--- src/rtl/duzen_min_counter_pkg.sv ---
// Shared types and constants for the minutes counter: FSM states, digit limits and widths.
package duzen_min_counter_pkg;

   typedef enum logic [1:0] {
      ST_IDLE    = 2'd0,
      ST_RUNNING = 2'd1,
      ST_PAUSED  = 2'd2
   } state_t;

   localparam int U_MAX = 9;
   localparam int D_MAX = 5;
   localparam int U_W   = 4;
   localparam int D_W   = 3;

endpackage

--- src/rtl/duzen_min_counter_bcd_digit.sv ---
// One modulo-MOD counter digit with clear > load > increment priority.
// o_wrap flags that the digit sits at its top value; the caller gates it with inc.
module bcd_digit #(
   parameter int MOD = 10,
   parameter int W   = 4
) (
   input  logic         i_clk,
   input  logic         i_rst_n,
   input  logic         i_inc,
   input  logic         i_load,
   input  logic [W-1:0] i_ld_val,
   input  logic         i_clr,
   output logic [W-1:0] o_val,
   output logic         o_wrap
);

   localparam logic [W-1:0] LP_TOP = W'(MOD - 1);

   logic [W-1:0] r_val;

   always_ff @(posedge i_clk or negedge i_rst_n) begin
      if (!i_rst_n) begin
         r_val <= '0;
      end else if (i_clr) begin
         r_val <= '0;
      end else if (i_load) begin
         // Out-of-range presets collapse to zero rather than producing a non-BCD digit
         r_val <= (i_ld_val > LP_TOP) ? '0 : i_ld_val;
      end else if (i_inc) begin
         r_val <= (r_val == LP_TOP) ? '0 : r_val + 1'b1;
      end
   end

   assign o_val  = r_val;
   assign o_wrap = (r_val == LP_TOP);

endmodule

--- src/rtl/duzen_min_counter.sv ---
// Minutes stage (00-59) of a stopwatch: IDLE/RUNNING/PAUSED control with CLR > LOAD > STOP > START.
// All outputs registered; count updates one cycle after the minute pulse.
module duzen_min_counter
   import duzen_min_counter_pkg::*;
(
   input  logic           i_clk,
   input  logic           i_rst_n,
   input  logic           i_p,
   input  logic           i_start,
   input  logic           i_stop,
   input  logic           i_clr,
   input  logic           i_load,
   input  logic [U_W-1:0] i_ld_u,
   input  logic [D_W-1:0] i_ld_d,
   output logic [U_W-1:0] o_u,
   output logic [D_W-1:0] o_d,
   output logic           o_run,
   output logic           o_cy,
   output logic           o_ovf
);

   state_t r_state;
   state_t w_state_nxt;
   logic   r_run;
   logic   r_cy;
   logic   r_ovf;

   logic w_load_en;
   logic w_inc;
   logic w_u_wrap;
   logic w_d_wrap;
   logic w_wrap;

   assign w_load_en = i_load & ~i_clr;
   // STOP beats a coincident pulse: the pulse is dropped, not deferred
   assign w_inc     = (r_state == ST_RUNNING) & i_p & ~i_clr & ~i_load & ~i_stop;
   assign w_wrap    = w_inc & w_u_wrap & w_d_wrap;

   always_comb begin
      w_state_nxt = r_state;
      if (i_clr) begin
         w_state_nxt = ST_IDLE;
      end else if (i_load) begin
         w_state_nxt = r_state;
      end else if (i_stop) begin
         if (r_state == ST_RUNNING) begin
            w_state_nxt = ST_PAUSED;
         end
      end else if (i_start) begin
         if (r_state == ST_IDLE || r_state == ST_PAUSED) begin
            w_state_nxt = ST_RUNNING;
         end
      end
   end

   always_ff @(posedge i_clk or negedge i_rst_n) begin
      if (!i_rst_n) begin
         r_state <= ST_IDLE;
         r_run   <= 1'b0;
         r_cy    <= 1'b0;
         r_ovf   <= 1'b0;
      end else begin
         r_state <= w_state_nxt;
         r_run   <= (w_state_nxt == ST_RUNNING);
         r_cy    <= w_wrap;
         r_ovf   <= i_clr ? 1'b0 : (r_ovf | w_wrap);
      end
   end

   bcd_digit #(
      .MOD (U_MAX + 1),
      .W   (U_W)
   ) u_units (
      .i_clk    (i_clk),
      .i_rst_n  (i_rst_n),
      .i_inc    (w_inc),
      .i_load   (w_load_en),
      .i_ld_val (i_ld_u),
      .i_clr    (i_clr),
      .o_val    (o_u),
      .o_wrap   (w_u_wrap)
   );

   bcd_digit #(
      .MOD (D_MAX + 1),
      .W   (D_W)
   ) u_tens (
      .i_clk    (i_clk),
      .i_rst_n  (i_rst_n),
      .i_inc    (w_inc & w_u_wrap),
      .i_load   (w_load_en),
      .i_ld_val (i_ld_d),
      .i_clr    (i_clr),
      .o_val    (o_d),
      .o_wrap   (w_d_wrap)
   );

   assign o_run = r_run;
   assign o_cy  = r_cy;
   assign o_ovf = r_ovf;

endmodule

--- config.mk ---
export PLATFORM = sky130hd
export DESIGN_NAME = duzen_min_counter
export DESIGN_NICKNAME = d
export VERILOG_FILES = /design/src/rtl/duzen_min_counter_pkg.sv /design/src/rtl/duzen_min_counter_bcd_digit.sv /design/src/rtl/duzen_min_counter.sv
export SDC_FILE = /design/constraint.sdc
export NUM_CORES = 1
export LEC_CHECK = 0
export CAP_MARGIN = 30
export CORE_ASPECT_RATIO = 1.4
export CORE_MARGIN = 2
export CORE_UTILIZATION = 30
export CTS_CLUSTER_SIZE = 25
export DETAILED_ROUTE_END_ITERATION = 10
export PLACE_DENSITY = 0.55
export REMOVE_ABC_BUFFERS = 1
export SETUP_SLACK_MARGIN = 0.5
export SYNTH_ARGS = -nofsm -noshare
export SYNTH_HDL_FRONTEND = slang
export SYNTH_SLANG_ARGS = --single-unit
--- constraint.sdc ---
create_clock -name i_clk -period 2.04 [get_ports i_clk]
set_input_delay 0.408 -clock i_clk [delete_from_list [all_inputs] [get_ports i_clk]]
set_output_delay 0.408 -clock i_clk [all_outputs]
set_load 0.03 [all_outputs]
* Yosys cells after proc, flatten, opt, wreduce, memory -nomap -nowiden
Index checks and enable logic that the tools add are counted.
** Storage, ports and cells
- Bits in registers :: 12
- Input port bits :: 14
- Output and inout bits :: 10
- Word-level logic and storage cells :: 47
** Operators by class
- $add $sub $neg :: 2
- $lt $le $gt $ge :: 2
- Equal/unequal tests :: 5
- Mux-type cells :: 17
- Bitwise operators :: 11
- Reductions and logical operators :: 4
** Operator list (number)
- $mux W4 :: 5
- $mux W3 :: 5
- $mux W2 :: 6
- $and A1 B1 Y1 :: 7
- $reduce_bool A3 Y1 :: 2
- $add A4 B1 Y4 const B :: 1
- $eq A2 B1 Y1 const B :: 2
- $eq A4 B4 Y1 const B :: 1
- $gt A4 B4 Y1 const B :: 1
- $add A3 B1 Y3 const B :: 1
- $eq A3 B3 Y1 const B :: 1
- $gt A3 B3 Y1 const B :: 1
- $not A1 Y1 :: 3
- $eq A2 B2 Y1 const B :: 1
- $logic_not A2 Y1 :: 1
- $logic_or A1 B1 Y1 :: 1
- $mux W1 :: 1
- $or A1 B1 Y1 :: 1

* Logic depth before layout (Yosys ltp)
- Depth after elaboration :: 9
- Gate-level depth with buffers :: 5
- Mapped depth without buffers :: 5

* Modules after synthesis
Synthesis repeated with hierarchy kept, for this count alone.
** Unflattened totals
- Cell total of the unflattened synthesis :: 79
- Area, all modules :: 735.7 µm²
** Modules (own cells, without submodules)
- bcd_digit (u_units) :: instances 1, cells each 35, area each 297.8 µm², seq. area each 100.1 µm²
- duzen_min_counter :: instances 1, cells each 23, area each 254.0 µm², seq. area each 125.1 µm²
- bcd_digit (u_tens) :: instances 1, cells each 21, area each 183.9 µm², seq. area each 75.1 µm²

* Worst setup path after synthesis
No wires, ideal clock.
- Kind :: register to register
- From :: reg u_units.r_val[0], in the netlist u_units.o_val[0]
- To :: reg u_tens.r_val[0], in the netlist u_tens.o_val[0]
- Setup time :: 0.099 ns
- Arrival :: 1.496 ns
- Required time :: 1.941 ns
- Path slack :: 0.444 ns
- Stages on the path, launching flop included :: 5
- Buffers on the path :: 0
- Period minus slack after synthesis :: 1.596 ns
- Path through :: dfrtp_1 ha_1 nand3b_1 or3_1 a311oi_1
** Between the ends
- Cells in the longest elaborated chain, start to end :: 3
** Ends and longest elaborated chain
- start, declared :: RTL line duzen_min_counter_bcd_digit.sv:19 : logic [W-1:0] r_val;
- start signal, assigned :: RTL line duzen_min_counter_bcd_digit.sv:28 : r_val <= (i_ld_val > LP_TOP) ? '0 : i_ld_val;
- start signal, assigned :: RTL line duzen_min_counter_bcd_digit.sv:30 : r_val <= (r_val == LP_TOP) ? '0 : r_val + 1'b1;
- $eq A4 B4 Y1 :: RTL line duzen_min_counter_bcd_digit.sv:35 : assign o_wrap = (r_val == LP_TOP);
- $and A1 B1 Y1 :: RTL line duzen_min_counter.sv:90 : .i_inc (w_inc & w_u_wrap),
- $reduce_bool A3 Y1 (no line)
- end signal, assigned :: RTL line duzen_min_counter_bcd_digit.sv:28
- end signal, assigned :: RTL line duzen_min_counter_bcd_digit.sv:30
- end, declared :: RTL line duzen_min_counter_bcd_digit.sv:19
No other way between the ends.
A chain may end at the register's enable or synchronous reset.

* Worst setup path in the final report
- From :: reg u_units.r_val[2], in the netlist u_units.o_val[2]
- To :: out o_u[2]
** RTL lines
- end, declared :: RTL line duzen_min_counter.sv:15 : output logic [U_W-1:0] o_u,
No word-level cell between the ends.

==> summary by stage <==
Run status
The run finished with clean final reports.

Logic synthesis
The number of synthesized register bits is 12. During synthesis, Yosys emitted a total of 0 warnings. Yosys mapped the design onto 36 distinct sky130hd cell types. Among all flip-flop cells after synthesis, the most frequent one is sky130_fd_sc_hd__dfrtp_1. Counting every instance in the synthesized netlist gives 76. Counting flops with a built-in enable in the synthesized netlist gives 0. The post-synthesis average cell area is 9.71 um^2. The sequential element share of the synthesized area is 0.407.

In this run the cell area of the synthesized design comes to 738 um^2. The share of flip-flops with an asynchronous set or reset is 1.00.

GRT
The met3 usage is 0.0289. The busiest layer in global routing is met2. Summed over all layers, the global routing overflow is 0.

The number of global-route vias before repair is 766. The first global-routing pass estimated 3470 um of wire. The initial antenna violation count was 0. For this run, the total global-route usage over all layers was measured as 0.166. Entering global routing, the biggest net connects 13 pins. In the global route stage, met1 resource usage came out at 0.192.

The met2 usage in global routing is 0.267.

CTS
CTS built an H-tree with a depth of 1. TritonCTS built the clock tree. The hold buffer count at cts is 0. The clock root buffer master is sky130_fd_sc_hd__clkbuf_4. The total clock sinks is 12.

Clock-pin slew was measured on the worst setup and hold paths at 70 ps. The number of clock buffers added by TritonCTS is 3. The clock passes through at most 2 buffers.

The insertion delay to the later sink of the worst-skew pair is 260 ps.

Hold path
The worst hold path class is reg2reg. The path with the worst hold slack has its endpoint at o_ovf$_DFF_PN0_. The cell count of the worst hold path is 2. The start point of the worst min-delay path is o_ovf$_DFF_PN0_.

Routing
The total wire length is 2080 um. The average wire per cell in the routed design is 15.6 um. The via density per instance is 5.87. The initial DRC count is 15.

The total vias in the final route is 781. The count of TritonRoute iterations in the first routing pass is 4. The number of DRC violations after detailed routing is 0.

The residual antenna-violating net count after detailed routing is 0.

Floorplanning
The die area is 2880 um^2. The starting density of the core is 0.312. The floorplan step set the die width to 45.9 um. The number of cell rows is 21. The number of primary I/O pins is 24.

The chip height is 62.7 um. The standard cell core area is 2360 um^2.

Final layout
The number of diodes is 0. The multi-input combinational cells in the finished layout cover a total of 468 um^2. The most frequent standard cell in the layout excluding fill and tap cells is sky130_fd_sc_hd__dfrtp_1. The total non-filler cell area in the finished layout is 1120 um^2. Leaving out fill and tap cells, the most frequent cells in the layout are sky130_fd_sc_hd__dfrtp_1 (12), sky130_fd_sc_hd__buf_4 (11), sky130_fd_sc_hd__clkdlybuf4s50_1 (8). The count of nets after finishing is 128.

The share of layout cells above drive strength 1 is 0.245. Compared with the post-synthesis result, the final layout area differs by 51.4%. After filler insertion, the fill cell instance count of the layout stands at 247. Registers take 300 um^2.

Timing
The max-slew headroom at the worst pin is 0.614. Setup repair after global routing could not meet its margin everywhere. For the pin with the worst max-slew slack, the measured transition is 577 ps.

The share of the cycle needed by the critical path after routing is 0.759. Static timing analysis puts the maximum clock frequency at 0.646 GHz. The number of setup violations in the final report is 0.

The worst clock skew on the final layout is 0.860 ps. The total count of max-transition violations in the final report is 0. The time the final worst path needs with I/O delays and setup is 1550 ps.

The final hold violation count was 0. The setup total negative slack is 0 ps.

Run
Max-cap violations in this run came to 0.

Power and ir drop
In this run the power density over the cells is 465 nW/um^2. For this design the static power due to leakage is 0.508 nW. IR analysis of the VDD net gives a maximum drop of 0.228 mV.

Worst setup path
STA classifies the critical path startpoint as a flip-flop. The data arrival time of the worst path is 1140 ps. The critical path class is reg2out. The startpoint of the worst register-to-register path is r_state[1]$_DFF_PN0_. Walking the worst path, the cells encountered are clkdlybuf4s15_1.

The cell count of the worst reg-to-reg path is 3. Setup slack on the worst reg-to-reg path comes out at 520 ps. On the critical path, the stage with the largest delay is an instance of sky130_fd_sc_hd__dfrtp_1.

Of all nets on the critical path, the largest fanout is 8. The delay of the slowest critical-path stage is 470 ps. The kind of cell with the highest combined delay on the critical path is flip-flops. The type of element capturing the critical path is an output pin. The required time at the worst-slack endpoint is 1630 ps.

The end of the worst register-to-register path is u_units.o_val[3]$_DFFE_PN0P_. Together, buffers and inverters on the worst path number 1.

Place
After legalization and detailed placement, the total HPWL measured 1550 um. The global placer's final weighted congestion is 0.764. In this run the tool buffered the top-level ports with 23 buffer cells.

The placed instances occupy a cell area of 1040 um^2.
-- worst max-delay path by stage --
stage	startpoint	end	cells past startpoint
2_1_floorplan	i_stop	u_units.o_val[3]$_DFFE_PN0P_	3
3_3_place_gp	i_stop	u_units.o_val[3]$_DFFE_PN0P_	4
3_5_place_dp	i_stop	u_units.o_val[3]$_DFFE_PN0P_	4
4_1_cts	u_units.o_val[2]$_DFFE_PN0P_	o_u[2]	1
5_1_grt	u_units.o_val[2]$_DFFE_PN0P_	o_u[2]	1
6_report	u_units.o_val[2]$_DFFE_PN0P_	o_u[2]	1
-- metal layers --
metal / up-vias / part of all wire
met5: - / 0
met4: 0 / 0.035
met3: 7 / 0.048
met2: 29 / 0.52
met1: 376 / 0.40
li1: 369 / -
-- worst min-delay path: stages, from the launching register on --
cell and delay [ps]:
sky130_fd_sc_hd__dfrtp_1 340, sky130_fd_sc_hd__a31oi_1 40, sky130_fd_sc_hd__nor2_1 70
-- layout make-up --
cell class / instances / share of cell area
Timing Repair Buffer: 34 / 0.260
Sequential cell: 12 / 0.269
Tap cell: 23 / 0.0258
Multi-Input combinational cell: 59 / 0.419
Clock buffer: 3 / 0.0202
Inverter: 2 / 0.00672
-- report_power, final --
part | internal, mW | leakage [nW] | switching (mW)
logic | 0.0602 | 0.331 | 0.0619
registers | 0.247 | 0.163 | 0.0130
clock network | 0.0681 | 0.0138 | 0.0696
-- cells in the mapped netlist (all sizes together) (2+ instances only) --
| cell | count | area, um^2 |
|---|---|---|
| dfrtp | 12 | 300 |
| a21oi | 6 | 30.0 |
| nand2 | 5 | 18.8 |
| o21ai | 5 | 25.0 |
| nor2 | 4 | 15.0 |
| nand3b | 3 | 22.5 |
| a21o | 2 | 15.0 |
| a221oi | 2 | 17.5 |
| a311oi | 2 | 17.5 |
| a31oi | 2 | 12.5 |
| clkbuf | 2 | 7.51 |
| ha | 2 | 25.0 |
| inv | 2 | 7.51 |
| nand2b | 2 | 12.5 |
| nand3 | 2 | 10.0 |
| nand4b | 2 | 17.5 |
| nand4bb | 2 | 22.5 |
-- per-stage QoR --
| stage | worst slack [ps] | util | std cells | power, mW | hold slack, ps |
|---|---|---|---|---|---|
| after floorplan | 429 | - | 73 | 0.310 | 112 |
| after global placement | 74.7 | 0.439 | 126 | 0.383 | 503 |
| after detailed placement | 11.8 | 0.439 | 126 | 0.385 | 487 |
| after CTS | 457 | 0.468 | 132 | 0.529 | 498 |
| after global routing | 438 | 0.472 | 133 | 0.553 | 536 |
| final | 493 | 0.472 | 133 | 0.520 | 487 |
-- state kept, by name, indices dropped and copies added (netlist names) --
register,count
u_tens.o_val,3
u_units.o_val,4
r_state,2
o_run,1
o_ovf,1
o_cy,1
-- cell families (layout without fill, tap and decap cells) --
family	Yosys count	after routing	share of synthesized area
AND/OR/NAND/NOR	31	31	0.288
AO/OA/AOI/OAI	26	26	0.244
flip-flops	12	12	0.407
buffers and inverters	5	39	0.0271
adder cells (fa/ha/maj)	2	2	0.0339
-- timing repair --
action,4_1_cts,5_1_grt
endpoints found under the setup margin,15,12
setup buffers,3,1
pin swaps,4,3
hold endpoints to repair,0,0
gates resized for setup,19,15
(Power assumes the default switching activity.)
